<file path="config.mk">
export PLATFORM = sky130hd
export DESIGN_NAME = sram_stream_reader_flat
export DESIGN_NICKNAME = d
export VERILOG_FILES = /design/src/rtl/sram_stream_reader_pkg.sv /design/src/rtl/sram_stream_reader_if.sv /design/src/rtl/sram_stream_reader_stream_fifo.sv /design/src/rtl/sram_stream_reader.sv /design/src/flat_wrapper.sv
export SDC_FILE = /design/constraint.sdc
export NUM_CORES = 1
export LEC_CHECK = 0
export CORE_MARGIN = 1.5
export CORE_UTILIZATION = 52
export CTS_CLUSTER_SIZE = 30
export DETAILED_ROUTE_END_ITERATION = 6
export GPL_TIMING_DRIVEN = 0
export PLACE_DENSITY = 0.9
export SKIP_CTS_REPAIR_TIMING = 1
export SYNTH_ARGS = -nofsm -noshare
export SYNTH_HDL_FRONTEND = slang
export SYNTH_SLANG_ARGS = --single-unit
</file>
<file path="constraint.sdc">
create_clock -name clk -period 2.75 [get_ports clk]
set_clock_uncertainty 0.1 [all_clocks]
set_input_delay 0.825 -clock clk [delete_from_list [all_inputs] [get_ports clk]]
set_output_delay 0.825 -clock clk [all_outputs]
set_load 0.05 [all_outputs]
</file>
<file path="src/rtl/sram_stream_reader_pkg.sv">
// Shared types for the SRAM stream reader: controller states and the read latency it is built around.
package sram_stream_reader_pkg;

  typedef enum logic [1:0] {
    IDLE = 2'd0,
    RUN  = 2'd1,
    DONE = 2'd2
  } rd_state_t;

  localparam int SRAM_RD_LATENCY = 1;

endpackage

</file>
<file path="src/rtl/sram_stream_reader_if.sv">
// Bus bundle between the reader, the operand SRAM macro and the downstream stream sink.
interface sram_stream_reader_if #(
  parameter int DATA_W = 32,
  parameter int ADDR_W = 4
);
  logic              sram_cs;
  logic              sram_we;
  logic [ADDR_W-1:0] sram_addr;
  logic [DATA_W-1:0] sram_din;
  logic [DATA_W-1:0] sram_dout;
  logic              m_valid;
  logic              m_ready;
  logic [DATA_W-1:0] m_data;
  logic              m_last;

  modport master (
    output sram_cs, sram_we, sram_addr, sram_din,
    input  sram_dout,
    output m_valid, m_data, m_last,
    input  m_ready
  );

  modport slave (
    input  sram_cs, sram_we, sram_addr, sram_din,
    output sram_dout,
    input  m_valid, m_data, m_last,
    output m_ready
  );
endinterface

</file>
<file path="src/rtl/sram_stream_reader_stream_fifo.sv">
// Small synchronous FIFO with head-of-queue output; same-cycle push and pop allowed.
module stream_fifo #(
  parameter int WIDTH = 33,
  parameter int DEPTH = 3,
  localparam int CW = $clog2(DEPTH + 1)
) (
  input  logic             clk,
  input  logic             rst_n,
  input  logic             push,
  input  logic             pop,
  input  logic [WIDTH-1:0] wdata,
  output logic [WIDTH-1:0] head,
  output logic [CW-1:0]    count
);
  localparam int PW = (DEPTH > 1) ? $clog2(DEPTH) : 1;

  logic [WIDTH-1:0] mem [DEPTH];
  logic [PW-1:0]    wr_ptr, rd_ptr;
  logic             do_pop;
  logic             full;

  assign full   = (count == CW'(DEPTH));
  assign do_pop = pop && (count != '0);
  assign head   = mem[rd_ptr];

  function automatic logic [PW-1:0] ptr_inc(input logic [PW-1:0] p);
    return (p == PW'(DEPTH - 1)) ? '0 : p + 1'b1;
  endfunction

  always_ff @(posedge clk or negedge rst_n) begin
    if (!rst_n) begin
      for (int i = 0; i < DEPTH; i++) mem[i] <= '0;
      wr_ptr <= '0;
      rd_ptr <= '0;
      count  <= '0;
    end else begin
      if (push) begin
        mem[wr_ptr] <= wdata;
        wr_ptr      <= ptr_inc(wr_ptr);
      end
      if (do_pop) rd_ptr <= ptr_inc(rd_ptr);
      case ({push, do_pop})
        2'b10:   count <= count + 1'b1;
        2'b01:   count <= count - 1'b1;
        default: count <= count;
      endcase
    end
  end

  // The reader's credit check must make this impossible.
  assert property (@(posedge clk) disable iff (!rst_n) !(push && full));

endmodule

</file>
<file path="src/rtl/sram_stream_reader.sv">
// Streams len consecutive SRAM words from base_addr into a valid/ready stream,
// buffering through a small FIFO so reads are only issued when space is guaranteed.
//
// state | meaning
// IDLE  | waiting for start; base/len captured on start
// RUN   | issuing reads and draining the FIFO until the last beat handshakes
// DONE  | one-cycle done pulse, start ignored
module sram_stream_reader
  import sram_stream_reader_pkg::*;
#(
  parameter int DATA_W     = 32,
  parameter int ADDR_W     = 4,
  parameter int FIFO_DEPTH = 3
) (
  input  logic                clk,
  input  logic                rst_n,
  input  logic                start,
  input  logic [ADDR_W-1:0]   base_addr,
  input  logic [ADDR_W:0]     len,
  output logic                busy,
  output logic                done,
  sram_stream_reader_if.master bus
);
  localparam int CW = $clog2(FIFO_DEPTH + 1);

  rd_state_t         state_q, state_d;
  logic [ADDR_W-1:0] cur_addr_q;
  logic [ADDR_W:0]   len_q, issued_q;
  logic              inflight_q, inflight_last_q;
  logic [CW-1:0]     fifo_count;
  logic [DATA_W:0]   fifo_head;
  logic [CW:0]       occupancy;
  logic              issue, pop, last_hs, accept;

  // Words in flight from the SRAM count against FIFO space before they land.
  assign occupancy = {1'b0, fifo_count} + {{CW{1'b0}}, inflight_q};
  assign issue     = (state_q == RUN) && (issued_q < len_q) && (occupancy < (CW+1)'(FIFO_DEPTH));
  assign accept    = (state_q == IDLE) && start;

  assign bus.m_valid = (fifo_count != '0);
  assign bus.m_data  = bus.m_valid ? fifo_head[DATA_W-1:0] : '0;
  assign bus.m_last  = bus.m_valid && fifo_head[DATA_W];
  assign pop         = bus.m_valid && bus.m_ready;
  assign last_hs     = pop && fifo_head[DATA_W];

  assign bus.sram_cs   = issue;
  assign bus.sram_we   = 1'b0;
  assign bus.sram_addr = issue ? cur_addr_q : '0;
  assign bus.sram_din  = '0;

  assign busy = (state_q == RUN);
  assign done = (state_q == DONE);

  always_comb begin
    state_d = state_q;
    case (state_q)
      IDLE:    if (start) state_d = (len == '0) ? DONE : RUN;
      RUN:     if (last_hs) state_d = DONE;
      DONE:    state_d = IDLE;
      default: state_d = IDLE;
    endcase
  end

  always_ff @(posedge clk or negedge rst_n) begin
    if (!rst_n) begin
      state_q         <= IDLE;
      cur_addr_q      <= '0;
      len_q           <= '0;
      issued_q        <= '0;
      inflight_q      <= 1'b0;
      inflight_last_q <= 1'b0;
    end else begin
      state_q <= state_d;
      if (accept) begin
        cur_addr_q <= base_addr;
        len_q      <= len;
        issued_q   <= '0;
      end else if (issue) begin
        cur_addr_q <= cur_addr_q + 1'b1;
        issued_q   <= issued_q + 1'b1;
      end
      // Single-stage capture pipeline matching SRAM_RD_LATENCY.
      inflight_q      <= issue;
      inflight_last_q <= issue && (issued_q == len_q - 1'b1);
    end
  end

  stream_fifo #(
    .WIDTH (DATA_W + 1),
    .DEPTH (FIFO_DEPTH)
  ) u_fifo (
    .clk   (clk),
    .rst_n (rst_n),
    .push  (inflight_q),
    .pop   (pop),
    .wdata ({inflight_last_q, bus.sram_dout}),
    .head  (fifo_head),
    .count (fifo_count)
  );

endmodule

</file>
<file path="src/flat_wrapper.sv">
// flat-port wrapper written by rule: the top's interface ports become plain ports
module sram_stream_reader_flat import sram_stream_reader_pkg::*;
#(
  parameter int DATA_W     = 32,
  parameter int ADDR_W     = 4,
  parameter int FIFO_DEPTH = 3
)
  (clk, rst_n, start, base_addr, len, busy, done, bus_sram_cs, bus_sram_we, bus_sram_addr, bus_sram_din, bus_sram_dout, bus_m_valid, bus_m_data, bus_m_last, bus_m_ready);
  sram_stream_reader_if #(.DATA_W(DATA_W), .ADDR_W(ADDR_W)) bus_i ();
  input  logic clk;
  input  logic rst_n;
  input  logic start;
  input  logic [ADDR_W-1:0] base_addr;
  input  logic [ADDR_W:0] len;
  output logic busy;
  output logic done;
  output wire logic [$bits(bus_i.sram_cs)-1:0] bus_sram_cs;
  output wire logic [$bits(bus_i.sram_we)-1:0] bus_sram_we;
  output wire logic [$bits(bus_i.sram_addr)-1:0] bus_sram_addr;
  output wire logic [$bits(bus_i.sram_din)-1:0] bus_sram_din;
  input wire logic [$bits(bus_i.sram_dout)-1:0] bus_sram_dout;
  output wire logic [$bits(bus_i.m_valid)-1:0] bus_m_valid;
  output wire logic [$bits(bus_i.m_data)-1:0] bus_m_data;
  output wire logic [$bits(bus_i.m_last)-1:0] bus_m_last;
  input wire logic [$bits(bus_i.m_ready)-1:0] bus_m_ready;
  assign bus_sram_cs = bus_i.sram_cs;
  assign bus_sram_we = bus_i.sram_we;
  assign bus_sram_addr = bus_i.sram_addr;
  assign bus_sram_din = bus_i.sram_din;
  assign bus_i.sram_dout = bus_sram_dout;
  assign bus_m_valid = bus_i.m_valid;
  assign bus_m_data = bus_i.m_data;
  assign bus_m_last = bus_i.m_last;
  assign bus_i.m_ready = bus_m_ready;
  sram_stream_reader #(.DATA_W(DATA_W), .ADDR_W(ADDR_W), .FIFO_DEPTH(FIFO_DEPTH)) u_core (.clk(clk), .rst_n(rst_n), .start(start), .base_addr(base_addr), .len(len), .busy(busy), .done(done), .bus(bus_i));
endmodule
</file>
==> key figures <==
Run status
  – Status: finished, violations left
  – Failing checks: negative setup slack

CTS
  – Htree depth: 4
  – CTS tree: done
  – Reg clk slew, reported paths: 0.06 ns
  – CTS Root Cell: clkbuf_16
  – Clock Latency Late Sink: 0.41 ns
  – CTS max path bufs: 2
  – Cts bufs inserted: 17
  – Clock Sinks: 123

Yosys
  – Sequential share of the synthesized area: 0.504
  – Synth Area per Inst: 11.4 um2
  – YS warnings: 0
  – Synth Instances: 534
  – Flops & latches, synth: roughly 120
  – Async SR Flop Fraction: 1.00
  – Most used flip-flop cell after synthesis: dfrtp_1
  – Post-synth EDFFs: 0
  – Cell area after synthesis: slightly above 6000 um2
  – Cell variety after synth: 43

Drt
  – Drt total wl: 16.0 mm
  – Remaining DRCs: 0
  – Drt via density: ~5.5
  – DR iter-0 viols: 207
  – DRT Pass-1 Iters: 4
  – Detail Route Antenna Nets: 0
  – Wirelength per Cell: 18.6 um
  – Via total after detailed routing: between 4000 and 5000

Critical path
  – Startpoint types: flop
  – Crit path DAT: 2.04 ns
  – Worst path slowest cell: dfrtp_1
  – Crit-path cells: inv_2 > ha_4 > o211a_4 > o31a_1 > buf_6 > nor2_4 > buf_8
  – Crit path max-delay family: buffers and inverters
  – Crit path largest cell delay: 0.42 ns
  – Crit. End Element: primary output
  – Setup CP Type: flop to primary output
  – Worst path buffer plus inverter count: 3
  – Req. time, crit path: around 1.8 ns
  – Crit-path max FO: 4

Place
  – Placed Area: 7360 um2
  – Worst slack, placed: -0.772 ns
  – RePlAce Congestion: about 0.85
  – # port buffers: 85
  – Post-DP HPWL: 9.07 mm

Finish
  – Share of cells above drive strength 1: 0.477
  – Fill cell count: 673
  – Layout area overhead: 42.0%
  – Most frequent cells in the layout: 118 x dfrtp_1, 100 x mux2_2, 71 x buf_4
  – Commonest non-fill, non-tap cell in the layout: dfrtp_1
  – Finished Cell Area: 8670 um2
  – Net count, final: 762
  – N_diodes: 0

GRT
  – Initial antenna violation count: 0
  – GRT Overall Usage: 0.229
  – First-pass GRT wire length: between 20 and 25 mm
  – Largest net degree at the start of global routing: 70
  – Vias in the first global route: 4675
  – Total grt overflow: 0

Timing
  – Fmax: 337 MHz
  – Pins Over Slew Limit: 0
  – Final setup viols: 31
  – Final worst-path cycle share: 1.08
  – Worst rel slew slack: 0.329
  – RSZ-0062 raised after global routing: true
  – Worst Tran Pin Value: 1.00 ns
  – Setup TNS: -1.78 ns
  – Final worst slack: -0.218 ns
  – Fin. Hold Viols: 0
  – Tmin final: 2.97 ns

Floorplan
  – Die width: 111 um
  – Core region area: 11400 um2
  – Rows: 39
  – Initial Utilization: 0.535
  – I/O pin count: 119
  – Die Y: ~110 um
  – DIE AREA: between 10000 and 15000 um2

Worst hold path
  – Hold Crit Class: input port to asynchronous set/reset pin

Job
  – Maxcap violations: 0
## metrics by stage
stage                     utilization  instances  hold WS (ns)
after floorplan                     -        566         0.370
after global placement          0.642        794         0.386
after detailed placement        0.645        795         0.393
after CTS                       0.701        827         0.287
after global routing            0.759        862         0.303
final                           0.759        862         0.273
## sequential cells by signal, indices dropped and copies added (netlist names)
| name | count |
|---|---|
| u_core.cur_addr_q | 4 |
| u_core.u_fifo.wr_ptr | 2 |
| u_core.inflight_q | 1 |
| u_core.inflight_last_q | 1 |
| u_core.state_q | 2 |
| u_core.len_q | 5 |
| u_core.u_fifo.mem | 99 |
| u_core.issued_q | 5 |
| u_core.u_fifo.count | 2 |
| u_core.u_fifo.rd_ptr | 2 |
## final timing paths
| check | cells past startpoint | end | slack [ns] | startpoint |
|---|---|---|---|---|
| worst max-delay path | 7 | bus_sram_cs | -0.22 | u_core.len_q[2] |
| worst min register to register | 1 | u_core.u_fifo.mem[7] | 0.40 | u_core.u_fifo.mem[7] |
| worst max register to register | 8 | u_core.issued_q[3] | 0.51 | u_core.len_q[2] |
| max in group asynchronous | 2 | u_core.issued_q[2] | 1.56 | rst_n |
| min in group clk | 1 | u_core.u_fifo.mem[7] | 0.40 | u_core.u_fifo.mem[7] |
| worst min-delay path | 1 | u_core.u_fifo.mem[93] | 0.27 | rst_n |
## layout make-up
class                   instances  area (um2)  area share
plain buffers                  61         482      0.0556
clock inverters                11         165      0.0190
flip-flops and latches        123        3080       0.356
multi-input cells             372        3030       0.350
well taps                     143         179      0.0206
inverters                      10        37.5     0.00433
repair buffers                121        1210       0.140
clock buffers                  21         480      0.0554
## routing by layer
layer  part of all wire  wire [um]  up-vias  track usage
met2               0.52       8340      215        0.395
met3              0.061        978       35       0.0495
met5                  0          0        -            0
li1                   -          -     2141            -
met1               0.40       6340     2328        0.282
met4              0.021        340        0       0.0920
## kinds of logic after synthesis
kind of cell	Yosys count	share of synthesized area
other	1	0.000614
adders and majority gates	11	0.0225
xor gates and xnor gates	9	0.0129
muxes	135	0.242
buffers and inverters	72	0.0687
and+or+nand+nor	123	0.0910
AOI/OAI and AO/OA	60	0.0582
DFF	123	0.504
## cell usage after synthesis, types with 2 or more instances
library cell | count | share of area
dfrtp_1 | 123 | 0.50
mux2_2 | 100 | 0.18
nor2_1 | 74 | 0.046
mux2i_1 | 35 | 0.057
a21oi_1 | 34 | 0.028
buf_4 | 33 | 0.041
buf_2 | 14 | 0.011
nand2_1 | 14 | 0.0086
clkbuf_1 | 12 | 0.0074
ha_1 | 11 | 0.023
o21ai_0 | 11 | 0.0090
inv_1 | 10 | 0.0061
nand3_1 | 9 | 0.0074
xnor2_1 | 7 | 0.010
and3_1 | 5 | 0.0051
nor3_1 | 5 | 0.0041
a21o_1 | 2 | 0.0025
buf_1 | 2 | 0.0012
nor2b_1 | 2 | 0.0020
nor3b_1 | 2 | 0.0025
nor4_1 | 2 | 0.0020
o211a_1 | 2 | 0.0033
o211ai_1 | 2 | 0.0025
o31ai_1 | 2 | 0.0025
or4_1 | 2 | 0.0025
xor2_1 | 2 | 0.0029
Power is not shown: default switching activity piles up to over one toggle a cycle in this logic, so the estimate is an artifact.
